**src/rtl/mips_mem_pkg.sv**
```systemverilog
// Shared encodings for the data-memory access path: request sizes, FSM states and lane selects.
package mips_mem_pkg;

  typedef enum logic [1:0] {
    SIZE_BYTE    = 2'b00,
    SIZE_HALF    = 2'b01,
    SIZE_WORD    = 2'b10,
    SIZE_ILLEGAL = 2'b11
  } mem_size_t;

  typedef enum logic [1:0] {
    IDLE  = 2'd0,
    READ  = 2'd1,
    WRITE = 2'd2,
    RESP  = 2'd3
  } mau_state_t;

  localparam logic [1:0] LANE_B0 = 2'd0;
  localparam logic [1:0] LANE_B1 = 2'd1;
  localparam logic [1:0] LANE_B2 = 2'd2;
  localparam logic [1:0] LANE_B3 = 2'd3;

  localparam logic HALF_LO = 1'b0;
  localparam logic HALF_HI = 1'b1;

  // True when the size code is illegal or the low address bits break natural alignment.
  function automatic logic is_bad_shape(input logic [1:0] size, input logic [1:0] addr_lo);
    logic bad;
    bad = 1'b0;
    case (size)
      SIZE_HALF:    bad = addr_lo[0];
      SIZE_WORD:    bad = (addr_lo != 2'b00);
      SIZE_ILLEGAL: bad = 1'b1;
      default:      bad = 1'b0;
    endcase
    return bad;
  endfunction

endpackage

```
**src/rtl/byte_lane_unit.sv**
```systemverilog
// Little-endian lane logic: extracts and extends load data, and merges store data into a word.
import mips_mem_pkg::*;

module byte_lane_unit (
  input  logic [1:0]  size,
  input  logic        is_signed,
  input  logic [1:0]  byte_off,
  input  logic [31:0] rd_word,
  input  logic [31:0] base_word,
  input  logic [31:0] wdata,
  output logic [31:0] load_data,
  output logic [31:0] merged_word
);

  logic [7:0]  sel_byte;
  logic [15:0] sel_half;

  always_comb begin
    sel_byte  = rd_word[7:0];
    sel_half  = rd_word[15:0];
    load_data = '0;

    case (byte_off)
      LANE_B0: sel_byte = rd_word[7:0];
      LANE_B1: sel_byte = rd_word[15:8];
      LANE_B2: sel_byte = rd_word[23:16];
      LANE_B3: sel_byte = rd_word[31:24];
      default: sel_byte = rd_word[7:0];
    endcase

    case (byte_off[1])
      HALF_LO: sel_half = rd_word[15:0];
      HALF_HI: sel_half = rd_word[31:16];
      default: sel_half = rd_word[15:0];
    endcase

    case (size)
      SIZE_BYTE: load_data = {{24{is_signed & sel_byte[7]}}, sel_byte};
      SIZE_HALF: load_data = {{16{is_signed & sel_half[15]}}, sel_half};
      SIZE_WORD: load_data = rd_word;
      default:   load_data = '0;
    endcase
  end

  // Sub-word stores keep the untouched lanes of the word read back from memory.
  always_comb begin
    merged_word = base_word;
    case (size)
      SIZE_BYTE: begin
        case (byte_off)
          LANE_B0: merged_word[7:0]   = wdata[7:0];
          LANE_B1: merged_word[15:8]  = wdata[7:0];
          LANE_B2: merged_word[23:16] = wdata[7:0];
          LANE_B3: merged_word[31:24] = wdata[7:0];
          default: merged_word        = base_word;
        endcase
      end
      SIZE_HALF: begin
        case (byte_off[1])
          HALF_LO: merged_word[15:0]  = wdata[15:0];
          HALF_HI: merged_word[31:16] = wdata[15:0];
          default: merged_word        = base_word;
        endcase
      end
      SIZE_WORD: merged_word = wdata;
      default:   merged_word = base_word;
    endcase
  end

endmodule

```
**src/rtl/mem_access_unit.sv**
```systemverilog
// Load/store unit in front of a word-addressed data memory; sub-word stores use read-modify-write.
import mips_mem_pkg::*;

module mem_access_unit #(
  parameter int ADDR_WORDS = 256
) (
  input  logic        clk,
  input  logic        rst,
  input  logic        req_valid,
  output logic        req_ready,
  input  logic        req_we,
  input  logic [1:0]  req_size,
  input  logic        req_signed,
  input  logic [31:0] req_addr,
  input  logic [31:0] req_wdata,
  output logic        resp_valid,
  output logic [31:0] resp_rdata,
  output logic        resp_err,
  output logic [31:0] mem_addr,
  output logic [31:0] mem_wd,
  output logic        mem_we,
  input  logic [31:0] mem_rd
);

  localparam logic [31:0] ADDR_LIMIT = 32'(ADDR_WORDS);

  mau_state_t state, state_n;

  logic        we_q;
  logic        signed_q;
  logic        err_q;
  logic [1:0]  size_q;
  logic [31:0] addr_q;
  logic [31:0] wdata_q;
  logic [31:0] hold_q;
  logic [31:0] rdata_q;

  logic        accept;
  logic        req_err;
  logic [31:0] word_idx;
  logic [31:0] load_data;
  logic [31:0] merged_word;

  assign accept   = req_valid & req_ready;
  assign req_err  = is_bad_shape(req_size, req_addr[1:0]) |
                    ({2'b00, req_addr[31:2]} >= ADDR_LIMIT);
  assign word_idx = {2'b00, addr_q[31:2]};

  assign resp_rdata = rdata_q;
  assign resp_err   = err_q;

  byte_lane_unit u_lanes (
    .size        (size_q),
    .is_signed   (signed_q),
    .byte_off    (addr_q[1:0]),
    .rd_word     (mem_rd),
    .base_word   (hold_q),
    .wdata       (wdata_q),
    .load_data   (load_data),
    .merged_word (merged_word)
  );

  always_ff @(posedge clk) begin
    if (rst) begin
      state <= IDLE;
    end else begin
      state <= state_n;
    end
  end

  // Next state and all memory/handshake outputs; write and response are gated by reset.
  always_comb begin
    state_n    = state;
    req_ready  = 1'b0;
    resp_valid = 1'b0;
    mem_addr   = '0;
    mem_wd     = '0;
    mem_we     = 1'b0;

    case (state)
      IDLE: begin
        req_ready = 1'b1;
        if (req_valid) begin
          if (req_err) begin
            state_n = RESP;
          end else if (!req_we) begin
            state_n = READ;
          end else if (req_size == SIZE_WORD) begin
            state_n = WRITE;
          end else begin
            state_n = READ;
          end
        end
      end
      READ: begin
        mem_addr = word_idx;
        state_n  = we_q ? WRITE : RESP;
      end
      WRITE: begin
        mem_addr = word_idx;
        mem_wd   = merged_word;
        mem_we   = ~rst;
        state_n  = RESP;
      end
      RESP: begin
        resp_valid = ~rst;
        state_n    = IDLE;
      end
      default: state_n = IDLE;
    endcase
  end

  // Request capture, memory read holding register and response data.
  always_ff @(posedge clk) begin
    if (rst) begin
      we_q     <= 1'b0;
      signed_q <= 1'b0;
      err_q    <= 1'b0;
      size_q   <= 2'b00;
      addr_q   <= '0;
      wdata_q  <= '0;
      hold_q   <= '0;
      rdata_q  <= '0;
    end else begin
      if (accept) begin
        we_q     <= req_we;
        signed_q <= req_signed;
        err_q    <= req_err;
        size_q   <= req_size;
        addr_q   <= req_addr;
        wdata_q  <= req_wdata;
        rdata_q  <= '0;
      end
      if (state == READ) begin
        hold_q <= mem_rd;
        if (!we_q) begin
          rdata_q <= load_data;
        end
      end
    end
  end

endmodule
```
**config.mk**
```make
export PLATFORM = sky130hd
export DESIGN_NAME = mem_access_unit
export DESIGN_NICKNAME = d
export VERILOG_FILES = /design/src/rtl/mips_mem_pkg.sv /design/src/rtl/byte_lane_unit.sv /design/src/rtl/mem_access_unit.sv
export SDC_FILE = /design/constraint.sdc
export NUM_CORES = 1
export LEC_CHECK = 0
export CORE_ASPECT_RATIO = 1.1
export CORE_MARGIN = 3
export CORE_UTILIZATION = 47
export CTS_CLUSTER_SIZE = 8
export DETAILED_ROUTE_END_ITERATION = 16
export PLACE_DENSITY = 0.8
export RECOVER_POWER = 50
export SYNTH_ARGS = -nofsm -noshare
export SYNTH_HDL_FRONTEND = slang
export SYNTH_SLANG_ARGS = --single-unit
```
**constraint.sdc**
```tcl
create_clock -name clk -period 2.3 [get_ports clk]
set_clock_uncertainty 0.15 [all_clocks]
set_input_delay 0.23 -clock clk [delete_from_list [all_inputs] [get_ports clk]]
set_output_delay 0.23 -clock clk [all_outputs]
set_load 0.1 [all_outputs]
```
==> run summary, run 1 <==
CTS Buffer Depth - 2
Seq/Total Area, Yosys - 0.412
Setup WS post-layout - -0.169 ns
Fin nets - 1,105
Initial antenna violation count - 0
First-pass GRT wire length - 36,300 um
Worst path cell trace - inv_1, nor4b_1, o31ai_1, a21boi_4, buf_12
F_max - 405 MHz
Row cnt - 44
Sequential power share - 0.263
Mapped Cells - 805
Failing checks - setup timing
CP startpoint - addr_q[1]
Cell area after synthesis - 6560 sq um
CTS buffer count - 17
Uppermost layer routed - met4
Clk network pwr share - 0.247
Critical path class - register to output pin
# clock sinks - 135
Die Wd - 119 um
Met1 WL - 8910 um
Minimum clock period - 2.47 ns
Core box area - 13,400 sq um
Final Power - 12,300 uW
Largest net degree at the start of global routing - 43
Yosys reg bits - 135
CP max stage cell - nor4b_1
GP Congestion - 0.898
Dpl hpwl - 16,500 um
Number of synthesized flops with an enable pin - 0
Final Hold Fails - 0
Metal3 WL - 2200 um
Ranking of synthesized cells by area - dfxtp_1 (41%), nand2_1 (11%), mux2i_1 (8.7%)
Pre-CTS WS - 0.0391 ns
Antenna Nets Post-Route - 0
Final Max Slew Viols - 0
Worst-path clk slew - 0.06 ns
Number of global-route vias before repair - 6,867
Inserted Diodes - 0
Full die area - 15,400 sq um
HP Start - rst
Crit share post-route - 1.07
Clock root cell - clkbuf_16
Async S/R FF share, synth - 0
Top cells by count, synth - nand2_1 (191), dfxtp_1 (135), a21oi_1 (79)
Top-count cell post-synth - nand2_1
Unique masters post-synth - 47
CP peak stage delay - 0.49 ns
Initial Utilization - 0.489
Routed wl met2 - 11,300 um
Yosys top cell by area - dfxtp_1
Layout area overhead - 56.9%
DR vias/cell - 5.80
Detailed-route via count - 6,930
Chip Height - 130 um
Lkg Pwr - 0.00396 uW
RSZ-0062 raised after global routing - true
Port Buf Inserts - 200
Slew headroom - 0.221
Max VDD drop - 0.672 mV
Combinational fraction of design power - 0.490
Warnings, synthesis - 0
Switching share of power - 0.437
Reg2reg setup slack - 0.07 ns
Required @ worst endpoint - 1.92 ns
Measured slew at the worst slew-check pin - 1.17 ns
IO Pins - 203
Worst-path maximum fanout - 12
CTS H-tree depth - 4
Setup crit end kind - output pin
Cell internal pwr - 6950 uW
Drt initial violations - 850
Sw Pwr - 5400 uW
Primary FF master, synth - dfxtp_1
Hold WC Path Type - input pin to register
TritonCTS clock tree - built
Max-cap viol count - 0
1st-pass router iterations - 6
DR WL/cell - 19.6 um
Skew-Pair Late Insertion Delay - 0.42 ns
Startpoint Class - register
Final setup viols - 11
Worst EP arrival - 2.09 ns
Number of remaining DRC errors - 0
Yosys top cell area share - 0.412
GR Overflow Total - 0
Hold_buf cts - 0
Status - finished, violations left
Pwr Density - 1200 nW/um^2
DRT Wirelength - 23,500 um
Worst r2r src - state[0]
Final core occ - 0.766
Layout cells sized above 1 - 0.228
Mean Syn Cell Area - 8.15 sq um
Gr usage total - 0.297
==> layout by cell type (no fill, tap or decap), drive strengths merged, types with 2 or more instances in the layout <==
cell type	synthesis	final
and3b	2	2
o21ai	32	32
a22oi	14	14
nand2b	4	4
nor4b	2	2
o31ai	4	4
buf	24	102
clkinv	0	3
nand2	191	191
nand4	8	8
a31o	8	8
dfxtp	135	135
nor2	39	39
clkbuf	46	60
a21boi	12	12
clkinvlp	0	3
o211a	11	11
a222oi	8	8
nor3	8	8
o211ai	8	8
conb	1	2
mux2i	57	57
a221oi	2	2
ha	4	4
inv	3	3
a21oi	79	79
mux2	10	10
bufinv	0	5
nand3	8	8
clkdlybuf4s50	0	101
a221o	16	16
nor4	6	6
and2	36	36
nor2b	15	15
==> final timing paths <==
check | end | cells after the start
setup / recovery | mem_wd[17] | 5
hold / removal | hold_q[2] | 2
setup reg to reg | resp_rdata[17] | 6
hold reg to reg | addr_q[5] | 2
==> through the flow <==
| stage | std cells | hold WS, ns | setup TNS, ns | cell area (sq um) |
|---|---|---|---|---|
| finish | 1195 | 0.0791 | -0.378 | 10300 |
| CTS | 1194 | 0.0577 | -0.403 | 10400 |
| global route | 1195 | 0.0864 | -2.95 | 10300 |
| floorplan | 806 | 0.216 | -0.154 | 6760 |
| detailed placement | 1154 | 0.294 | 0 | 9540 |
| global placement | 1154 | 0.287 | 0 | 9540 |
==> state kept, by name, indices dropped and copies added, names as in the netlist <==
signal,cells
resp_err,1
wdata_q,32
resp_rdata,32
state,2
hold_q,32
size_q,2
addr_q,32
we_q,1
signed_q,1
==> final cells by class <==
class	count	area (sq um)
multi-input combinational	598	3820
fill	915	3140
timing repair buffer	243	2850
sequential	135	2720
clock buffer	21	470
tap	184	230
clock inverter	11	195
inverter	3	11.3
==> worst max-delay path: cells and delay by family, from the launching register on <==
| kind | cells | cell delay (ns) |
|---|---|---|
| and+or+nand+nor | 1 | 0.49 |
| AOI/OAI and AO/OA | 2 | 0.43 |
| buffers and inverters | 2 | 0.32 |
| DFF | 1 | 0.42 |
==> power by group through the flow <==
stage               Combinational, uW  Clock, uW  Sequential (uW)
global placement                 5830          0             3230
finish                           6050       3050             3250
CTS                              6060       3070             3220
detailed placement               5900          0             3250
floorplan                        3660          0             3590
global route                     6370       3180             3280
==> what timing repair did <==
item,4_1_cts,5_1_grt
setup endpoints to repair,32,33
gates cloned,2,0
pin swaps,9,6
setup buffers,6,1
gates resized for setup,24,21
==> metal layers <==
metal | vias up | GRT usage
li1 | 3204 | -
met1 | 3252 | 0.354
met2 | 390 | 0.499
met3 | 84 | 0.0858
met4 | 0 | 0.136
met5 | - | 0
==> cells by family after synthesis <==
family                   after synthesis  share of synthesized area
AND/OR/NAND/NOR                      324                      0.223
AO/OA/AOI/OAI                        201                      0.204
flip-flops                           135                      0.412
buffers and inverters                 73                     0.0488
multiplexers                          67                      0.104
adder cells (fa/ha/maj)                4                    0.00763
other                                  1                   0.000571
No activity file was read; power rests on OpenSTA's default activity.
==> run 2, diff against run 1 <==
--- a/config.mk
+++ b/config.mk
@@ -7,11 +7,13 @@
 export LEC_CHECK = 0
 export CORE_ASPECT_RATIO = 1.1
 export CORE_MARGIN = 3
-export CORE_UTILIZATION = 47
+export CORE_UTILIZATION = 49
 export CTS_CLUSTER_SIZE = 8
 export DETAILED_ROUTE_END_ITERATION = 16
-export PLACE_DENSITY = 0.8
+export PLACE_DENSITY = 0.81
 export RECOVER_POWER = 50
 export SYNTH_ARGS = -nofsm -noshare
 export SYNTH_HDL_FRONTEND = slang
+export SYNTH_HIERARCHICAL = 1
 export SYNTH_SLANG_ARGS = --single-unit
+export TNS_END_PERCENT = 5
==> run 2 against run 1 <==
Compared with the run above:
- count of clock-buffer cells in the layout is 2 lower
- largest power group unchanged
- critical endpoint is now mem_wd[15]
- combinational power is 4.8% higher
- via count is 9.9% higher
- non-clock buffer count is 1 lower
- register-to-register slack better by 0.08 ns
- worst hold slack better by 0.0052 ns
- sequential share of layout area is 1.6 points lower
- critical path type unchanged
- global-route usage is 1.8 points lower
- setup slack better by 0.13 ns
- total power is 0.21% lower
- the flow still finishes with violations (setup timing)
- utilization is 4.1 points lower
==> run summary, run 2 <==
Status - finished, violations left
Failing checks - setup timing
Minimum clock period - 2.34 ns (-0.133 ns)
Pwr Density - 1120 nW/um^2 (-6.3%)
Setup crit end kind - output pin
Cell area after synthesis - 7590 sq um (+16%)
Commonest non-fill, non-tap cell in the layout - nand2_1
Clock root cell - clkbuf_16
DR vias/cell - 5.71 (-1.6%)
CTS buffer count - 17 (unchanged)
Warnings, synthesis - 6 (+6)
IO Pins - 203 (unchanged)
Startpoint Class - register
Max VDD drop - 0.990 mV (+47%)
Ranking of synthesized cells by area - dfxtp_1 (36%), nand2_1 (9.3%), mux2i_1 (6.3%)
HP Start - rst
Crit share post-route - 1.02 (-0.0577)
Required @ worst endpoint - 1.92 ns (about the same)
Number of global-route vias before repair - 7,384 (+7.5%)
Yosys top cell by area - dfxtp_1
Crit-path leading delay family - simple AND/OR/NAND/NOR gates
Worst EP arrival - 1.96 ns (-0.13 ns)
Dpl hpwl - 16,900 um (+2.8%)
Top-count cell post-synth - nand2_1
Hold_buf cts - 0 (unchanged)
Yosys top cell area share - 0.356 (-0.0558)
Layout cells sized above 1 - 0.201 (-0.0274)
Full die area - 17,000 sq um (+10%)
RSZ-0062 raised after global routing - true
Final core occ - 0.725 (-0.0412)
Final Hold Fails - 0 (unchanged)
Port Buf Inserts - 200 (unchanged)
Dpl cell area - 10,200 sq um (+7.4%)
Hold WC Path Type - input pin to register
Top cells by count, synth - nand2_1 (188), dfxtp_1 (135), a21oi_1 (88)
Antenna Nets Post-Route - 0 (unchanged)
Design area - 11,000 sq um (+6.5%)
Mean Syn Cell Area - 7.97 sq um (-2.2%)
DRT Wirelength - 24,600 um (+4.8%)
CP peak stage delay - 0.47 ns (-0.02 ns)
Detailed-route via count - 7,617 (+9.9%)
Setup WS post-layout - -0.0366 ns (+0.133 ns)
Mapped Cells - 952 (+18%)
Async S/R FF share, synth - 0 (unchanged)
Die Wd - 125 um (+5.1%)
Gr usage total - 0.279 (-0.0177)
Unique masters post-synth - 51 (+8.5%)
Number of remaining DRC errors - 0 (unchanged)
CTS H-tree depth - 4 (unchanged)
Slew headroom - 0.252 (+0.0310)
Critical path class - register to output pin
Seq/Total Area, Yosys - 0.356 (-0.0558)
Drt initial violations - 730 (-14%)
CTS Buffer Depth - 2 (unchanged)
Worst r2r src - state[1]
Inserted Diodes - 0 (unchanged)
1st-pass router iterations - 5 (-1)
# clock sinks - 135 (unchanged)
Layout area overhead - 44.4%
Measured slew at the worst slew-check pin - 1.12 ns (-0.0516 ns)
Largest net degree at the start of global routing - 102 (+140%)
Core box area - 15,100 sq um (+13%)
F_max - 428 MHz (+5.7%)
Number of synthesized flops with an enable pin - 0 (unchanged)
Yosys reg bits - 135 (unchanged)
Max-cap viol count - 0 (unchanged)
Buf+Inv Stages, Crit Path - 2 (unchanged)
Worst-path clk slew - 0.06 ns (about the same)
GR Overflow Total - 0 (unchanged)
Row cnt - 47 (+6.8%)
Fin nets - 1,233 (+12%)
Commonest cells after routing, fill and taps aside - nand2_1 (188), dfxtp_1 (131), clkdlybuf4s50_1 (101), a21oi_1 (88), nor2_1 (76)
TritonCTS clock tree - built
CP max stage cell - or4bb_1
First-pass GRT wire length - 38,200 um (+5.4%)
Worst-path maximum fanout - 5 (-7)
Lkg Pwr - 0.00443 uW (+12%)
Skew-Pair Late Insertion Delay - 0.41 ns (about the same)
Chip Height - 137 um (+5.1%)
Worst path cell trace - buf_6, or4bb_1, a21oi_1, a221o_1, and2_4, buf_12
Initial Utilization - 0.502 (+0.0137)
Initial antenna violation count - 0 (unchanged)
GP Congestion - 0.926 (+3.0%)
CP startpoint - addr_q[1]
Primary FF master, synth - dfxtp_1
Final Max Slew Viols - 0 (unchanged)
DR WL/cell - 18.4 um (-6.2%)
Final setup viols - 10 (-1)
[run 2: cell count changes in the layout (fill, tap and decap cells not counted), moves of 9 or more]
| cell | delta |
|---|---|
| nand2b_1 | +11 |
| a21oi_1 | +10 |
| o21ai_0 | -9 |
| a21boi_4 | -9 |
| nor2b_1 | +17 |
| and3b_1 | +9 |
| mux2i_1 | -9 |
| a22oi_1 | +44 |
| o211a_1 | -11 |
| nor2_1 | +38 |
| and2_1 | +21 |
[run 2: report_power, final]
part	total (uW)	internal, uW	switching [uW]
clock network	2820	1750	1080
logic	6340	2270	4060
registers	3160	2770	397
total	12300	6790	5540
[run 2: worst paths after layout]
check | end | depth (start not counted) | slack (ns)
min | addr_q[13] | 2 | 0.08
min reg2reg | addr_q[13] | 2 | 0.30
max reg2reg | addr_q[0] | 6 | 0.15
max | mem_wd[15] | 6 | -0.04
[run 2: area by class of cell]
cell class | instances | area [sq um]
Inverter | 4 | 15.0
Fill cell | 1130 | 4160
Multi-Input combinational cell | 726 | 4460
Tap cell | 196 | 245
Clock inverter | 13 | 170
Sequential cell | 135 | 2720
Clock buffer | 19 | 443
Timing Repair Buffer | 242 | 2910
[run 2: what timing repair did]
| item | 4_1_cts | 5_1_grt |
|---|---|---|
| resized for setup | 26 | 20 |
| pin swaps | 3 | 12 |
| endpoints found under the setup margin | 32 | 70 |
| endpoints found under the hold margin | 0 | 0 |
| gates cloned | 2 | 0 |
| buffers inserted | 9 | 0 |
[run 2: routing by layer]
metal,GRT usage,share of wire,vias to the layer above
li1,-,-,3660
met1,0.328,0.39,3497
met2,0.457,0.47,387
met3,0.0874,0.10,73
met4,0.150,0.042,0
met5,0,0,-
[run 2: cell families after synthesis]
group           after synthesis  share of synthesized area
simple gates                420                      0.268
flops                       135                      0.356
mux                          67                     0.0920
other cells                   1                   0.000494
buf+inv                      92                     0.0640
fa+ha+maj                     4                    0.00659
compound gates              233                      0.213
[run 2: stage by stage]
| step | setup WS [ns] | setup TNS (ns) | power [uW] | hold slack (ns) | std cells |
|---|---|---|---|---|---|
| after floorplan | -0.0823 | -1.17 | 7600 | 0.216 | 953 |
| after global placement | 0.224 | 0 | 9290 | 0.287 | 1292 |
| after detailed placement | 0.152 | 0 | 9390 | 0.292 | 1292 |
| after CTS | -0.0324 | -0.126 | 12400 | 0.0771 | 1335 |
| after global routing | -0.0707 | -2.30 | 12900 | 0.0940 | 1335 |
| final | -0.0366 | -0.0882 | 12300 | 0.0843 | 1335 |
==> run 3, diff against run 2 <==
--- a/config.mk
+++ b/config.mk
@@ -5,7 +5,7 @@
 export SDC_FILE = /design/constraint.sdc
 export NUM_CORES = 1
 export LEC_CHECK = 0
-export CORE_ASPECT_RATIO = 1.1
+export CORE_ASPECT_RATIO = 0.9
 export CORE_MARGIN = 3
 export CORE_UTILIZATION = 49
 export CTS_CLUSTER_SIZE = 8
==> run 3 against run 2 <==
Compared with the run above:
- the flow still finishes with violations (setup timing)
- first-iteration DRC count up 29%
- clock power fell by 5%
- combinational power hardly changed
- via count up 1.1%
- sequential share of layout area is essentially flat
- utilization is 0.80 points higher
- flip-flop and latch count stayed put
- largest power group unchanged
==> run summary, run 3 (synthesis gave the netlist of run 2 again) <==
Core box area - 14,900 sq um (-1.2%)
CTS buffer count - 17 (unchanged)
CP max stage cell - or4bb_1
Full die area - 17,000 sq um (about the same)
Fin nets - 1,231 (-0.16%)
Hold WC Path Type - input pin to register
Dpl hpwl - 17,700 um (+4.5%)
Failing checks - setup timing
Measured slew at the worst slew-check pin - 1.09 ns (-0.0275 ns)
Crit share post-route - 1.06 (+0.0454)
Lkg Pwr - 0.00439 uW (-0.89%)
Number of remaining DRC errors - 0 (unchanged)
Layout area overhead - 44.1%
Number of global-route vias before repair - 7,193 (-2.6%)
Detailed-route via count - 7,701 (+1.1%)
GP Congestion - 0.929 (+0.32%)
Critical path class - register to output pin
F_max - 410 MHz (-4.3%)
Drt initial violations - 945 (+29%)
DR WL/cell - 18.9 um (+2.8%)
First-pass GRT wire length - 38,500 um (+0.76%)
Setup TNS - -0.810 ns (-0.722 ns)
Final Max Slew Viols - 0 (unchanged)
Setup crit end kind - output pin
GR Overflow Total - 0 (unchanged)
DRT Wirelength - 25,300 um (+2.8%)
Pwr Density - 1120 nW/um^2 (-0.39%)
Largest net degree at the start of global routing - 71 (-30%)
Final Hold Fails - 0 (unchanged)
Commonest cells after routing, fill and taps aside - nand2_1 (185), dfxtp_1 (131), clkdlybuf4s50_1 (101), a21oi_1 (87), nor2_1 (77)
Slew headroom - 0.271 (+0.0183)
Final setup viols - 24 (+14)
Worst-path clk slew - 0.06 ns (about the same)
CTS H-tree depth - 4 (unchanged)
Worst-path maximum fanout - 5 (unchanged)
Layout cells sized above 1 - 0.197 (-0.00404)
TritonCTS clock tree - built
1st-pass router iterations - 7 (+2)
Port Buf Inserts - 200 (unchanged)
Gr usage total - 0.291 (+0.0116)
Inserted Diodes - 0 (unchanged)
Row cnt - 42 (-11%)
Commonest non-fill, non-tap cell in the layout - nand2_1
Hold_buf cts - 0 (unchanged)
DR vias/cell - 5.77 (+1.1%)
Buf+Inv Stages, Crit Path - 2 (unchanged)
Setup WS post-layout - -0.141 ns (-0.104 ns)
CTS Buffer Depth - 2 (unchanged)
Max-cap viol count - 0 (unchanged)
Chip Height - 124 um (-9.1%)
Initial Utilization - 0.509 (+0.00636)
Clock root cell - clkbuf_16
# clock sinks - 135 (unchanged)
RSZ-0062 raised after global routing - true
Status - finished, violations left
Fillers - 1,149 (+1.7%)
Initial antenna violation count - 0 (unchanged)
Startpoint Class - register
Required @ worst endpoint - 1.92 ns (about the same)
Worst path cell trace - buf_6, or4bb_1, a21oi_2, a221o_1, and2_4, buf_12
Minimum clock period - 2.44 ns (+0.104 ns)
CP peak stage delay - 0.50 ns (+0.03 ns)
Crit-path leading delay family - simple AND/OR/NAND/NOR gates
Max VDD drop - 0.773 mV (-22%)
Skew-Pair Late Insertion Delay - 0.42 ns (about the same)
IO Pins - 203 (unchanged)
Final core occ - 0.733 (+0.00800)
Die Wd - 137 um (+10%)
Worst EP arrival - 2.06 ns (+0.10 ns)
Antenna Nets Post-Route - 0 (unchanged)
run 3: cell count changes in the layout (fill, tap and decap cells not counted), sizes merged:
| cell | change |
|---|---|
| bufinv | -2 |
| inv | +2 |
| clkinvlp | +1 |
| clkbuf | -3 |
run 3: per-layer routing:
metal	part of all wire	vias up	global-route usage
li1	-	3645	-
met1	0.42	3630	0.390
met2	0.47	369	0.468
met3	0.083	57	0.0626
met4	0.024	0	0.0941
met5	0	-	0
run 3: through the flow:
stage	power (uW)	worst slack (ns)	hold slack, ns	cell area [sq um]	std cells
2_1_floorplan	7600	-0.0823	0.216	7600	953
3_3_place_gp	9350	0.224	0.287	10200	1292
3_5_place_dp	9440	0.146	0.292	10200	1292
4_1_cts	12200	-0.0906	0.0224	11000	1332
5_1_grt	12800	-0.179	0.0445	10900	1335
6_report	12300	-0.141	0.0361	10900	1335
run 3: final cells by class:
class / instances / area (sq um) / area share
multi-input cells: 726 / 4470 / 0.408
clock inverters: 14 / 143 / 0.0130
repair buffers: 240 / 2910 / 0.266
well taps: 198 / 248 / 0.0226
flip-flops and latches: 135 / 2720 / 0.248
clock buffers: 18 / 439 / 0.0401
inverters: 4 / 15.0 / 0.00137
run 3: where the power goes:
| part | total, uW | internal [uW] | switching (uW) |
|---|---|---|---|
| Sequential | 3200 | 2770 | 436 |
| Combinational | 6370 | 2270 | 4100 |
| Clock | 2690 | 1540 | 1140 |
run 3: final timing paths:
path                            startpoint         end  slack [ns]  cells after the start
worst max-delay path             addr_q[1]  mem_wd[15]       -0.14                      6
worst min-delay path                   rst  addr_q[23]        0.04                      2
worst min register to register  addr_q[15]  addr_q[15]        0.30                      2
worst max register to register    state[1]    state[1]        0.01                      6
run 3: worst reg2reg max path, stage by stage, from the launching register on:
cell     delay [ns]
dfxtp_1        0.35
inv_1          0.09
ha_1           0.30
and2_0         0.60
buf_4          0.36
o21ai_1        0.16
a21oi_1        0.20
run 3: timing repair:
action / 4_1_cts / 5_1_grt
pin swaps: 4 / 4
gates cloned: 2 / 0
endpoints found under the setup margin: 32 / 62
gates resized for setup: 26 / 20
buffers inserted: 6 / 3
